===== src/rtl/chacha_xor_stream_if.sv =====
// Data stream bundle for chacha_xor_stream.
//   din/din_keep/din_last/din_valid/din_ready : plaintext or ciphertext input
//   dout/dout_keep/dout_last/dout_valid/dout_ready : XOR result output
// master: data source and sink side; slave: the XOR block.
interface chacha_xor_stream_if;
  logic [31:0] din;
  logic [3:0]  din_keep;
  logic        din_last;
  logic        din_valid;
  logic        din_ready;
  logic [31:0] dout;
  logic [3:0]  dout_keep;
  logic        dout_last;
  logic        dout_valid;
  logic        dout_ready;

  modport master (
    output din, din_keep, din_last, din_valid, dout_ready,
    input  din_ready, dout, dout_keep, dout_last, dout_valid
  );

  modport slave (
    input  din, din_keep, din_last, din_valid, dout_ready,
    output din_ready, dout, dout_keep, dout_last, dout_valid
  );
endinterface


===== src/rtl/chacha_xor_stream.sv =====
// Keystream buffer and XOR stage of the ChaCha20-Poly1305 datapath.
// Buffers serialised keystream words, requests 16-word blocks while space
// allows, and XORs each buffered word into the data stream.
//   clk, rst          : clock, synchronous active-high reset
//   start, ctr_init   : begin a message from block counter ctr_init
//   blk_req, blk_ctr  : one-cycle block request and its counter
//   ks_word, ks_valid : keystream from the serialiser (no backpressure)
//   io                : din/dout valid-ready data streams
//   done              : pulse when a message has fully flushed
//   ks_ovf            : sticky keystream overflow flag
module chacha_xor_stream #(
  parameter int unsigned FIFO_DEPTH = 32
) (
  input  logic               clk,
  input  logic               rst,
  input  logic               start,
  input  logic [31:0]        ctr_init,
  output logic               blk_req,
  output logic [31:0]        blk_ctr,
  input  logic [31:0]        ks_word,
  input  logic               ks_valid,
  chacha_xor_stream_if.slave io,
  output logic               done,
  output logic               ks_ovf
);
  localparam int unsigned AW        = $clog2(FIFO_DEPTH);
  localparam int unsigned CW        = AW + 1;
  localparam int unsigned BLK_WORDS = 16;
  localparam int unsigned IW        = 5;

  typedef enum logic [1:0] {IDLE = 2'd0, RUN = 2'd1, FLUSH = 2'd2} state_t;

  state_t        state;
  state_t        state_d;
  logic [31:0]   ctr;
  logic [IW-1:0] inflight;
  logic [CW-1:0] wr_ptr;
  logic [CW-1:0] rd_ptr;
  logic [CW-1:0] count;
  logic [CW-1:0] free;
  logic [31:0]   mem [FIFO_DEPTH];
  logic          fifo_nonempty;
  logic          fifo_full;
  logic          fifo_clr;
  logic          msg_start;
  logic          push;
  logic          pop;
  logic [31:0]   keep_mask;
  logic [31:0]   ks_head;

  // Pointers carry one extra wrap bit so full and empty are distinguishable.
  assign count         = wr_ptr - rd_ptr;
  assign free          = CW'(FIFO_DEPTH) - count;
  assign fifo_nonempty = (count != '0);
  assign fifo_full     = (count == CW'(FIFO_DEPTH));
  assign ks_head       = mem[rd_ptr[AW-1:0]];
  assign blk_ctr       = ctr;

  assign pop  = io.din_valid && io.din_ready;
  // Keystream is only kept in RUN; a full FIFO drops the word rather than overwrite.
  assign push = (state == RUN) && ks_valid && !fifo_full;

  // State register
  always_ff @(posedge clk) begin
    if (rst) state <= IDLE;
    else     state <= state_d;
  end

  // Next-state logic
  always_comb begin
    state_d = state;
    case (state)
      IDLE:    if (start) state_d = RUN;
      RUN:     if (pop && io.din_last) state_d = FLUSH;
      FLUSH:   if (done) state_d = IDLE;
      default: state_d = IDLE;
    endcase
  end

  // Per-state outputs and datapath strobes
  always_comb begin
    blk_req      = 1'b0;
    io.din_ready = 1'b0;
    done         = 1'b0;
    fifo_clr     = 1'b0;
    msg_start    = 1'b0;
    case (state)
      IDLE: begin
        msg_start = start;
        fifo_clr  = start;
      end
      RUN: begin
        // One block outstanding at most, and only when it fits entirely.
        blk_req      = (inflight == '0) && (free >= CW'(BLK_WORDS));
        io.din_ready = fifo_nonempty && (!io.dout_valid || io.dout_ready);
      end
      FLUSH: begin
        fifo_clr = 1'b1;
        done     = (inflight == '0) && (!io.dout_valid || io.dout_ready);
      end
      default: ;
    endcase
    // Reset aborts the message without a request, transfer or done pulse.
    if (rst) begin
      blk_req      = 1'b0;
      io.din_ready = 1'b0;
      done         = 1'b0;
    end
  end

  // Byte-lane mask from din_keep
  always_comb begin
    keep_mask = '0;
    for (int j = 0; j < 4; j++) keep_mask[8*j +: 8] = {8{io.din_keep[j]}};
  end

  // Keystream storage
  always_ff @(posedge clk) begin
    if (push) mem[wr_ptr[AW-1:0]] <= ks_word;
  end

  // Counter, in-flight tracking, FIFO pointers and output register
  always_ff @(posedge clk) begin
    if (rst) begin
      ctr           <= '0;
      inflight      <= '0;
      wr_ptr        <= '0;
      rd_ptr        <= '0;
      ks_ovf        <= 1'b0;
      io.dout       <= '0;
      io.dout_keep  <= '0;
      io.dout_last  <= 1'b0;
      io.dout_valid <= 1'b0;
    end else begin
      if (msg_start)    ctr <= ctr_init;
      else if (blk_req) ctr <= ctr + 32'd1;

      // Saturate at zero so unrequested keystream cannot underflow the count.
      if (msg_start)                             inflight <= '0;
      else if (blk_req)                          inflight <= IW'(BLK_WORDS);
      else if (ks_valid && (inflight != '0))     inflight <= inflight - IW'(1);

      if (fifo_clr) begin
        wr_ptr <= '0;
        rd_ptr <= '0;
      end else begin
        if (push) wr_ptr <= wr_ptr + CW'(1);
        if (pop)  rd_ptr <= rd_ptr + CW'(1);
      end

      if ((state == RUN) && ks_valid && fifo_full) ks_ovf <= 1'b1;

      if (pop) begin
        io.dout       <= (io.din ^ ks_head) & keep_mask;
        io.dout_keep  <= io.din_keep;
        io.dout_last  <= io.din_last;
        io.dout_valid <= 1'b1;
      end else if (io.dout_ready) begin
        io.dout_valid <= 1'b0;
      end
    end
  end
endmodule


===== src/flat_wrapper.sv =====
// flat-port wrapper written by rule: the top's interface ports become plain ports
module chacha_xor_stream_flat 
#(
  parameter int unsigned FIFO_DEPTH = 32
)
  (clk, rst, start, ctr_init, blk_req, blk_ctr, ks_word, ks_valid, done, ks_ovf, io_din, io_din_keep, io_din_last, io_din_valid, io_dout_ready, io_din_ready, io_dout, io_dout_keep, io_dout_last, io_dout_valid);
  chacha_xor_stream_if io_i ();
  input  logic clk;
  input  logic rst;
  input  logic start;
  input  logic [31:0] ctr_init;
  output logic blk_req;
  output logic [31:0] blk_ctr;
  input  logic [31:0] ks_word;
  input  logic ks_valid;
  output logic done;
  output logic ks_ovf;
  input wire logic [$bits(io_i.din)-1:0] io_din;
  input wire logic [$bits(io_i.din_keep)-1:0] io_din_keep;
  input wire logic [$bits(io_i.din_last)-1:0] io_din_last;
  input wire logic [$bits(io_i.din_valid)-1:0] io_din_valid;
  input wire logic [$bits(io_i.dout_ready)-1:0] io_dout_ready;
  output wire logic [$bits(io_i.din_ready)-1:0] io_din_ready;
  output wire logic [$bits(io_i.dout)-1:0] io_dout;
  output wire logic [$bits(io_i.dout_keep)-1:0] io_dout_keep;
  output wire logic [$bits(io_i.dout_last)-1:0] io_dout_last;
  output wire logic [$bits(io_i.dout_valid)-1:0] io_dout_valid;
  assign io_i.din = io_din;
  assign io_i.din_keep = io_din_keep;
  assign io_i.din_last = io_din_last;
  assign io_i.din_valid = io_din_valid;
  assign io_i.dout_ready = io_dout_ready;
  assign io_din_ready = io_i.din_ready;
  assign io_dout = io_i.dout;
  assign io_dout_keep = io_i.dout_keep;
  assign io_dout_last = io_i.dout_last;
  assign io_dout_valid = io_i.dout_valid;
  chacha_xor_stream #(.FIFO_DEPTH(FIFO_DEPTH)) u_core (.clk(clk), .rst(rst), .start(start), .ctr_init(ctr_init), .blk_req(blk_req), .blk_ctr(blk_ctr), .ks_word(ks_word), .ks_valid(ks_valid), .io(io_i), .done(done), .ks_ovf(ks_ovf));
endmodule

===== config.mk =====
export PLATFORM = sky130hd
export DESIGN_NAME = chacha_xor_stream_flat
export DESIGN_NICKNAME = d
export VERILOG_FILES = /design/src/rtl/chacha_xor_stream_if.sv /design/src/rtl/chacha_xor_stream.sv /design/src/flat_wrapper.sv
export SDC_FILE = /design/constraint.sdc
export NUM_CORES = 1
export LEC_CHECK = 0
export ABC_AREA = 1
export CELL_PAD_IN_SITES_DETAIL_PLACEMENT = 0
export CELL_PAD_IN_SITES_GLOBAL_PLACEMENT = 2
export CORE_MARGIN = 2
export CORE_UTILIZATION = 37
export CTS_CLUSTER_DIAMETER = 60
export DETAILED_ROUTE_END_ITERATION = 10
export PLACE_DENSITY_LB_ADDON = 0.1
export SLEW_MARGIN = 20
export SYNTH_ARGS = -nofsm -noshare
export SYNTH_HDL_FRONTEND = slang
export SYNTH_SLANG_ARGS = --single-unit

===== constraint.sdc =====
create_clock -name clk -period 4.35 [get_ports clk]
set_clock_uncertainty 0.2 [all_clocks]
set_input_delay 1.0875 -clock clk [delete_from_list [all_inputs] [get_ports clk]]
set_output_delay 1.0875 -clock clk [all_outputs]
set_load 0.1 [all_outputs]

==> impl_metrics.tcl, run 1 <==
set metrics [dict create \
    via_per_inst 5.10 \
    clock_latency_ps 770 \
    synth.most_common_cell "nand2_1" \
    synth_area_sq_um 47100 \
    synthTopCellsByArea "edfxtp_1, nand2_1, nand3_1" \
    hp-class "reg -> reg" \
    synth_top_area_share_pct 65.3 \
    totalWireLength_um 150000 \
    synth_seq_cells 1119 \
    grt_max_degree 213 \
    syn_inst 4303 \
    drv_slew 0 \
    synth-edff-count 1024 \
    async_flop_share_pct 0 \
    die_x_um 361 \
    tightest_slew_ps 1070 \
    ir_drop_mv 0.390 \
    critPathRequiredTime_ps 3060 \
    cp-start-kind "flop" \
    fin_util_pct 44.0 \
    critPathArrivalTime_ps 2860 \
    postLayoutCellArea_sq_um 55300 \
    gp_congestion 0.792 \
    dr.pass1.iters 5 \
    drtIter0Drc 2833 \
    grt_overflow 0 \
    critical_path.slowest_cell "fa_1" \
    antenna_found_initial 3 \
    root_buffer "clkbuf_16" \
    postCtsSetupBuffers 0 \
    critPathMostFrequentCell "inv_1" \
    hold_depth 2 \
    fin_tns_setup_ps 0 \
    die_h_um 361 \
    wl_per_cell_um 24.0 \
    period_share_pct 95.4 \
    cts.sinks 1119 \
    path_clk_slew_ps 50 \
    path_cells "inv_1 -> ha_1 -> inv_1 -> fa_1 -> inv_1 -> nand2_1 -> nor2_2 -> nand3_2 -> nor2_4 -> nand2_2 -> nand3_4 -> inv_1 -> buf_12" \
    yosysWarnings 0 \
    synth_commonest_cells "nand2_1, edfxtp_1, nand3_1" \
    grt_pass1_vias 30900 \
    power_density_nw_per_um2 435 \
    p_leak_nw 19.8 \
    syn_area_per_cell_sq_um 10.9 \
    core_area_sq_um 126000 \
    drv_cap 0 \
    grt_pass1_wl_um 218000 \
    rows 130 \
    placed_cells 6005 \
    status "finished clean" \
    critPathCaptureType "output port" \
    criticalPathCategory "reg -> out" \
    finalSetupViolCount 0 \
    synth-main-ff-cell "edfxtp_1" \
    syn_nets 4424 \
    area_delta_synth_final_pct 17.6 \
    synth_area_leader_cell "edfxtp_1" \
    period_needed_ps 4150 \
    max-slew-margin-rel_pct 28.3 \
    drive_gt1_share_pct 10.1 \
    rrSetupSlack_ps 780 \
    crit_path_max_incr_delay_ps 420 \
    r2r_cells 16 \
    cp_max_fo 5 \
    dp_hpwl_um 88100 \
    ys_seq_area_share_pct 69.4 \
    die-area_sq_um 130000 \
    hold_viol 0 \
    grt_usage_pct 22.9 \
    fin_cells 6245 \
    htree_num_levels 4 \
    rsz0062_at_grt "false" \
    synth_cell_type_count 41 \
    clock_path_buffers 3 \
    drc 0 \
    fin_total_pwr_mw 24.1 \
    dpl_cell_area_sq_um 51100 \
    numCtsBuffers 135 \
    detail-route-antenna-nets 0 \
    vias 31900 \
    num-nets-final 4613 \
    io_pins 181 \
    fmax_mhz 241 \
    tritoncts "yes" \
    io_buffers 180 \
    initial_core_util_pct 37.4 \
]
==> power breakdown <==
part | total (mW) | leakage, nW | internal (mW) | switching, mW
sequential | 11.9 | 9.98 | 11.8 | 0.0647
clock | 11.0 | 2.09 | 6.48 | 4.49
combinational | 1.26 | 7.71 | 0.331 | 0.929
==> flip-flops by register name, indices dropped and copies added (netlist names), named ones only <==
name	flops
u_core.io.dout_valid	1
u_core.ks_ovf	1
u_core.inflight	5
u_core.state	2
u_core.mem	1024
u_core.io.dout	32
u_core.blk_ctr	32
u_core.rd_ptr	6
u_core.io.dout_keep	4
u_core.wr_ptr	6
u_core.io.dout_last	1
==> critical path: cells and delay by family (launching register included) <==
family | cells | cell delay [ps]
AND/OR/NAND/NOR | 6 | 610
buffers and inverters | 5 | 520
adder cells (fa/ha/maj) | 2 | 610
flip-flops | 1 | 370
==> per-layer routing <==
layer | vias to the layer above | global-route usage (%) | wire length (um)
met4 | 2 | 7.27 | 4070
met5 | - | 0 | 12
met1 | 15600 | 31.5 | 67700
li1 | 15300 | - | -
met2 | 749 | 37.5 | 71600
met3 | 196 | 3.35 | 6780
==> through the flow <==
step	setup slack, ps	hold slack (ps)
2_1_floorplan	-295	244
3_3_place_gp	633	254
3_5_place_dp	659	259
4_1_cts	79.5	268
5_1_grt	12.6	287
6_report	200	265
==> placed cells by master (no fill, tap or decap), types with 5 or more instances in the layout <==
master / count
o21ai_0: 22
clkinv_1: 23
nand2_2: 25
bufinv_16: 8
clkinv_2: 16
a21oi_1: 57
nand3_1: 928
nor3_1: 15
nand4_1: 6
dfxtp_1: 89
nand3b_1: 6
inv_1: 103
inv_6: 10
ha_1: 13
clkdlybuf4s50_1: 153
buf_4: 93
nor3_2: 10
or2_2: 5
xor2_1: 17
buf_2: 20
buf_12: 33
clkbuf_16: 141
nand2_1: 1547
nor2_4: 31
nand3_2: 18
edfxtp_1: 1024
a21oi_2: 20
nor2_1: 80
clkbuf_1: 32
==> worst paths after layout <==
kind / start / end
max reg2reg: u_core.wr_ptr[0] / u_core.mem[27][10]
min reg2reg: u_core.io.dout[4] / u_core.io.dout[4]
max: u_core.wr_ptr[0] / blk_req
min: u_core.io.dout[4] / u_core.io.dout[4]
==> logic make-up after synthesis <==
group                    after synthesis  share of synthesized area [%]
buffers and inverters                356                           3.71
adder cells (fa/ha/maj)               14                          0.388
XOR/XNOR                              20                          0.372
AO/OA/AOI/OAI                        110                           1.38
flip-flops                          1119                           69.4
AND/OR/NAND/NOR                     2684                           24.8
==> area by class of cell <==
type / instances / area (sq um)
fill: 11900 / 70500
clock inverter: 62 / 574
tap: 1650 / 2060
antenna: 1 / 2.50
inverter: 109 / 439
sequential: 1119 / 32700
multi-input combinational: 2828 / 12900
clock buffer: 177 / 3700
timing repair buffer: 299 / 2990
==> what timing repair did <==
item / CTS / global route
hold buffers: 0 / 0
endpoints found under the setup margin: 0 / 1
resized for setup: 0 / 1
hold endpoints to repair: 0 / 0
No activity file was read; power rests on OpenSTA's default activity.
==> run 2: changes to the inputs <==
Settings changed: SETUP_SLACK_MARGIN set to 0.05.
==> run 2 against run 1 <==
Against the previous run: sequential cell count is the same; clock-buffer cell count did not move; setup slack better by 40 ps; design area did not move; total power about the same; critical path type unchanged; critical endpoint unchanged; largest cell class unchanged.
==> impl_metrics.tcl, run 2 (synthesized netlist as in run 1, its figures left out) <==
set metrics [dict create \
    die_h_um 361 \
    drv_slew 0 \
    dr.pass1.iters 6 \
    period_needed_ps 4110 \
    critPathRequiredTime_ps 3060 \
    status "finished clean" \
    seqCellArea_sq_um 32700 \
    drv_cap 0 \
    via_per_inst 5.10 \
    period_share_pct 94.5 \
    rrSetupSlack_ps 850 \
    hp-class "reg -> reg" \
    finalSetupViolCount 0 \
    grt_usage_pct 22.9 \
    die_x_um 361 \
    fin_total_pwr_mw 24.1 \
    cts.sinks 1119 \
    postCtsSetupBuffers 0 \
    grt_overflow 0 \
    rows 130 \
    max-slew-margin-rel_pct 28.3 \
    dp_hpwl_um 88100 \
    cp_max_fo 5 \
    clock_latency_ps 770 \
    cp-start-kind "flop" \
    totalWireLength_um 150000 \
    grt_max_degree 213 \
    place_ws_ps 659 \
    ctsHoldBuffers 0 \
    critPathCaptureType "output port" \
    wl_per_cell_um 24.0 \
    rr_endpoint "u_core.mem[27][10]" \
    worstHoldEndpoint "u_core.io.dout[4]" \
    tightest_slew_ps 1070 \
    power_density_nw_per_um2 435 \
    fin_tns_setup_ps 0 \
    area_delta_synth_final_pct 17.6 \
    io_buffers 180 \
    hold_start "u_core.io.dout[4]" \
    core_area_sq_um 126000 \
    hold_viol 0 \
    fin_ws_ps 240 \
    fill_cells 11900 \
    placed_cells 6005 \
    timing.rr.start "u_core.wr_ptr[0]" \
    ir_drop_mv 0.389 \
    drive_gt1_share_pct 10.1 \
    antenna_found_initial 3 \
    hold_depth 2 \
    io_pins 181 \
    drtIter0Drc 2831 \
    p_leak_nw 19.8 \
    detail-route-antenna-nets 0 \
    htree_num_levels 4 \
    r2r_cells 16 \
    critPathArrivalTime_ps 2820 \
    fin_cells 6245 \
    clock_path_buffers 3 \
    die-area_sq_um 130000 \
    rsz0062_at_grt "false" \
    final_cell_mix "nand2_1, edfxtp_1, nand3_1" \
    vias 31900 \
    cts_resized 0 \
    grt_pass1_vias 30900 \
    gp_congestion 0.792 \
    numCtsBuffers 135 \
    path_clk_slew_ps 50 \
    initial_core_util_pct 37.4 \
    mostFrequentLayoutCell "nand2_1" \
    num-nets-final 4613 \
    drc 0 \
    fmax_mhz 243 \
    tritoncts "yes" \
    root_buffer "clkbuf_16" \
    multi_input_area_sq_um 12900 \
    criticalPathCategory "reg -> out" \
    largest_reg_flops 1024 \
    grt_pass1_wl_um 218000 \
]
## run 2: cell counts in the layout (fill, tap and decap cells not counted)
Identical to the previous run, type by type.
## run 2: report_power, final
part | internal, mW | switching [mW] | total, mW | leakage, nW
registers | 11.8 | 0.0647 | 11.9 | 9.98
clock network | 6.48 | 4.49 | 11.0 | 2.09
logic | 0.331 | 0.929 | 1.26 | 7.71
total | 18.6 | 5.49 | 24.1 | 19.8
## run 2: cell type report
cell class | count | area share, %
antenna | 1 | 0.00452
clock buffer | 177 | 6.69
inverter | 109 | 0.793
sequential | 1119 | 59.0
clock inverter | 62 | 1.04
multi-input combinational | 2828 | 23.3
timing repair buffer | 299 | 5.40
tap | 1650 | 3.73
## run 2: worst max-delay path: stages, from the launching register on
cell	delay (ps)
dfxtp_2	370
inv_2	70
ha_1	180
inv_1	100
fa_1	420
inv_1	60
nand2_1	50
nor2_2	120
nand3_2	120
nor2_4	130
nand2_2	90
nand3_4	100
inv_1	80
buf_12	170
## run 2: routing by layer
metal / vias to the layer above / GRT usage [%] / part of all wire [%] / wire length (um)
met4: 2 / 7.27 / 2.7 / 4070
met5: - / 0 / 0.0080 / 12
li1: 15300 / - / - / -
met3: 196 / 3.35 / 4.4 / 6670
met1: 15600 / 31.5 / 45 / 67800
met2: 746 / 37.5 / 48 / 71600
## run 2: how the worst max path moves through the flow
stage	start	cells past startpoint	slack, ps	endpoint
2_1_floorplan	u_core.wr_ptr[0]	14	-300	u_core.mem[7][0]
3_3_place_gp	io_dout_ready	5	630	io_din_ready
3_5_place_dp	io_dout_ready	5	660	io_din_ready
4_1_cts	u_core.wr_ptr[0]	13	80	blk_req
5_1_grt	u_core.wr_ptr[0]	13	70	blk_req
6_report	u_core.wr_ptr[0]	13	240	blk_req
## run 2: per-stage QoR
stage	hold WS (ps)	utilization, %	area [sq um]
4_1_cts	268	44.0	55300
5_1_grt	287	44.0	55300
6_report	265	44.0	55300
3_3_place_gp	254	40.6	51100
2_1_floorplan	244	-	47100
3_5_place_dp	259	40.6	51100
==> run 3: changes to the inputs <==
Settings changed: CORE_UTILIZATION 37 to 41, SLEW_MARGIN 20 to 0.
Clock period 4.35 ns to 4.65 ns, I/O delays scaled along.
==> run 3 against run 2 <==
Against the previous run: sequential share of layout area grew 0.16 points; utilization rose by 4.4 points; total power decreased by 6.4%; non-clock buffer count is 4 higher; global-route usage rose by 2.0 points; register-to-register slack better by 150 ps; combinational power fell by 6%; routed wire length fell by 2.4%; clock-buffer cell count fell by 1; clock power shrank 6%; critical endpoint unchanged; largest cell class unchanged.
==> impl_metrics.tcl, run 3 (synthesized netlist as in run 1, its figures left out) <==
set metrics [dict create \
    status "finished clean" \
    root_buffer "clkbuf_16" \
    cts_resized 0 \
    power_density_nw_per_um2 409 \
    num-nets-final 4615 \
    grt_pass1_wl_um 213000 \
    mostFrequentLayoutCell "nand2_1" \
    critPathArrivalTime_ps 2930 \
    max-slew-margin-rel_pct 25.8 \
    die_x_um 343 \
    via_per_inst 5.25 \
    crit_path_max_incr_delay_ps 420 \
    cts.sinks 1119 \
    tightest_slew_ps 1110 \
    drtIter0Drc 2491 \
    rows 124 \
    initial_core_util_pct 41.3 \
    drv_cap 0 \
    fin_tns_setup_ps 0 \
    hold_viol 0 \
    largest_reg_flops 1024 \
    grt_pass1_vias 30900 \
    grt_overflow 0 \
    fin_util_pct 48.4 \
    drc 0 \
    ctsHoldBuffers 0 \
    detail-route-antenna-nets 0 \
    vias 32200 \
    tritoncts "yes" \
    path_cells "inv_1 -> ha_1 -> inv_1 -> fa_1 -> inv_1 -> nand2_1 -> nor2_2 -> nand3_2 -> nor2_4 -> nand2_2 -> nand3_4 -> inv_1 -> buf_12" \
    totalWireLength_um 146000 \
    drive_gt1_share_pct 9.99 \
    cp_max_fo 5 \
    dr.pass1.iters 5 \
    grt_max_degree 152 \
    final_cell_mix "nand2_1, edfxtp_1, nand3_1" \
    period_needed_ps 4300 \
    dp_hpwl_um 86400 \
    fmax_mhz 233 \
    p_leak_nw 19.8 \
    postCtsSetupBuffers 0 \
    period_share_pct 92.4 \
    ir_drop_mv 0.346 \
    clock_path_buffers 3 \
    wl_per_cell_um 23.9 \
    critical_path.slowest_cell "fa_1" \
    numCtsBuffers 133 \
    path_clk_slew_ps 60 \
    critPathCaptureType "output port" \
    clock_latency_ps 750 \
    die_h_um 343 \
    gp_congestion 0.795 \
    core_area_sq_um 114000 \
    io_buffers 180 \
    criticalPathCategory "reg -> out" \
    die-area_sq_um 118000 \
    hp-class "reg -> reg" \
    cp-start-kind "flop" \
    htree_num_levels 4 \
    antenna_found_initial 2 \
    finalSetupViolCount 0 \
    critPathMostFrequentCell "inv_1" \
    area_delta_synth_final_pct 17.3 \
    rsz0062_at_grt "false" \
    grt_usage_pct 24.9 \
    drv_slew 0 \
    critPathRequiredTime_ps 3290 \
    io_pins 181 \
]
run 3: final timing paths:
| check | start | end | slack (ps) | depth (start not counted) |
|---|---|---|---|---|
| worst min-delay path | u_core.io.dout[6] | u_core.io.dout[6] | 260 | 2 |
| worst min register to register | u_core.io.dout[6] | u_core.io.dout[6] | 260 | 2 |
| worst max-delay path | u_core.wr_ptr[0] | blk_req | 350 | 13 |
| worst max register to register | u_core.wr_ptr[0] | u_core.mem[11][14] | 1000 | 16 |
run 3: where the power goes:
group	total (mW)	switching [mW]	leakage, nW	internal [mW]
logic	1.18	0.861	7.71	0.316
registers	11.1	0.0625	9.98	11.0
clock network	10.3	4.17	2.11	6.12
total	22.6	5.09	19.8	17.5
run 3: routing by layer:
metal	global-route usage (%)	up-vias	part of all wire, %	wire length, um
met1	35.3	15900	46	66900
li1	-	15300	-	-
met5	0	-	0.0089	13
met4	6.37	2	2.0	2940
met3	3.36	177	4.7	6850
met2	40.5	798	48	69800
run 3: area by class of cell:
type | count | area [sq um]
multi-input combinational | 2828 | 12900
fill | 10500 | 58800
sequential | 1119 | 32700
clock buffer | 176 | 3650
antenna | 3 | 7.51
inverter | 109 | 439
clock inverter | 71 | 679
timing repair buffer | 303 | 2960
tap | 1512 | 1890
run 3: worst max-delay path: cells and delay by family (launching register included):
family        cells  cell delay, ps
fa+ha+maj         2             610
buf+inv           5             560
flops             1             400
simple gates      6             620
run 3: stage by stage:
| step | cells | total power, mW | setup slack (ps) | cell area [sq um] | hold WS (ps) |
|---|---|---|---|---|---|
| 3_5_place_dp | 5871 | 12.5 | 799 | 50900 | 256 |
| 2_1_floorplan | 4303 | 12.0 | 4.68 | 47100 | 244 |
| 4_1_cts | 6118 | 22.7 | 311 | 55200 | 265 |
| 6_report | 6121 | 22.6 | 354 | 55200 | 261 |
| 5_1_grt | 6118 | 23.2 | 148 | 55200 | 278 |
| 3_3_place_gp | 5871 | 12.5 | 795 | 50900 | 249 |
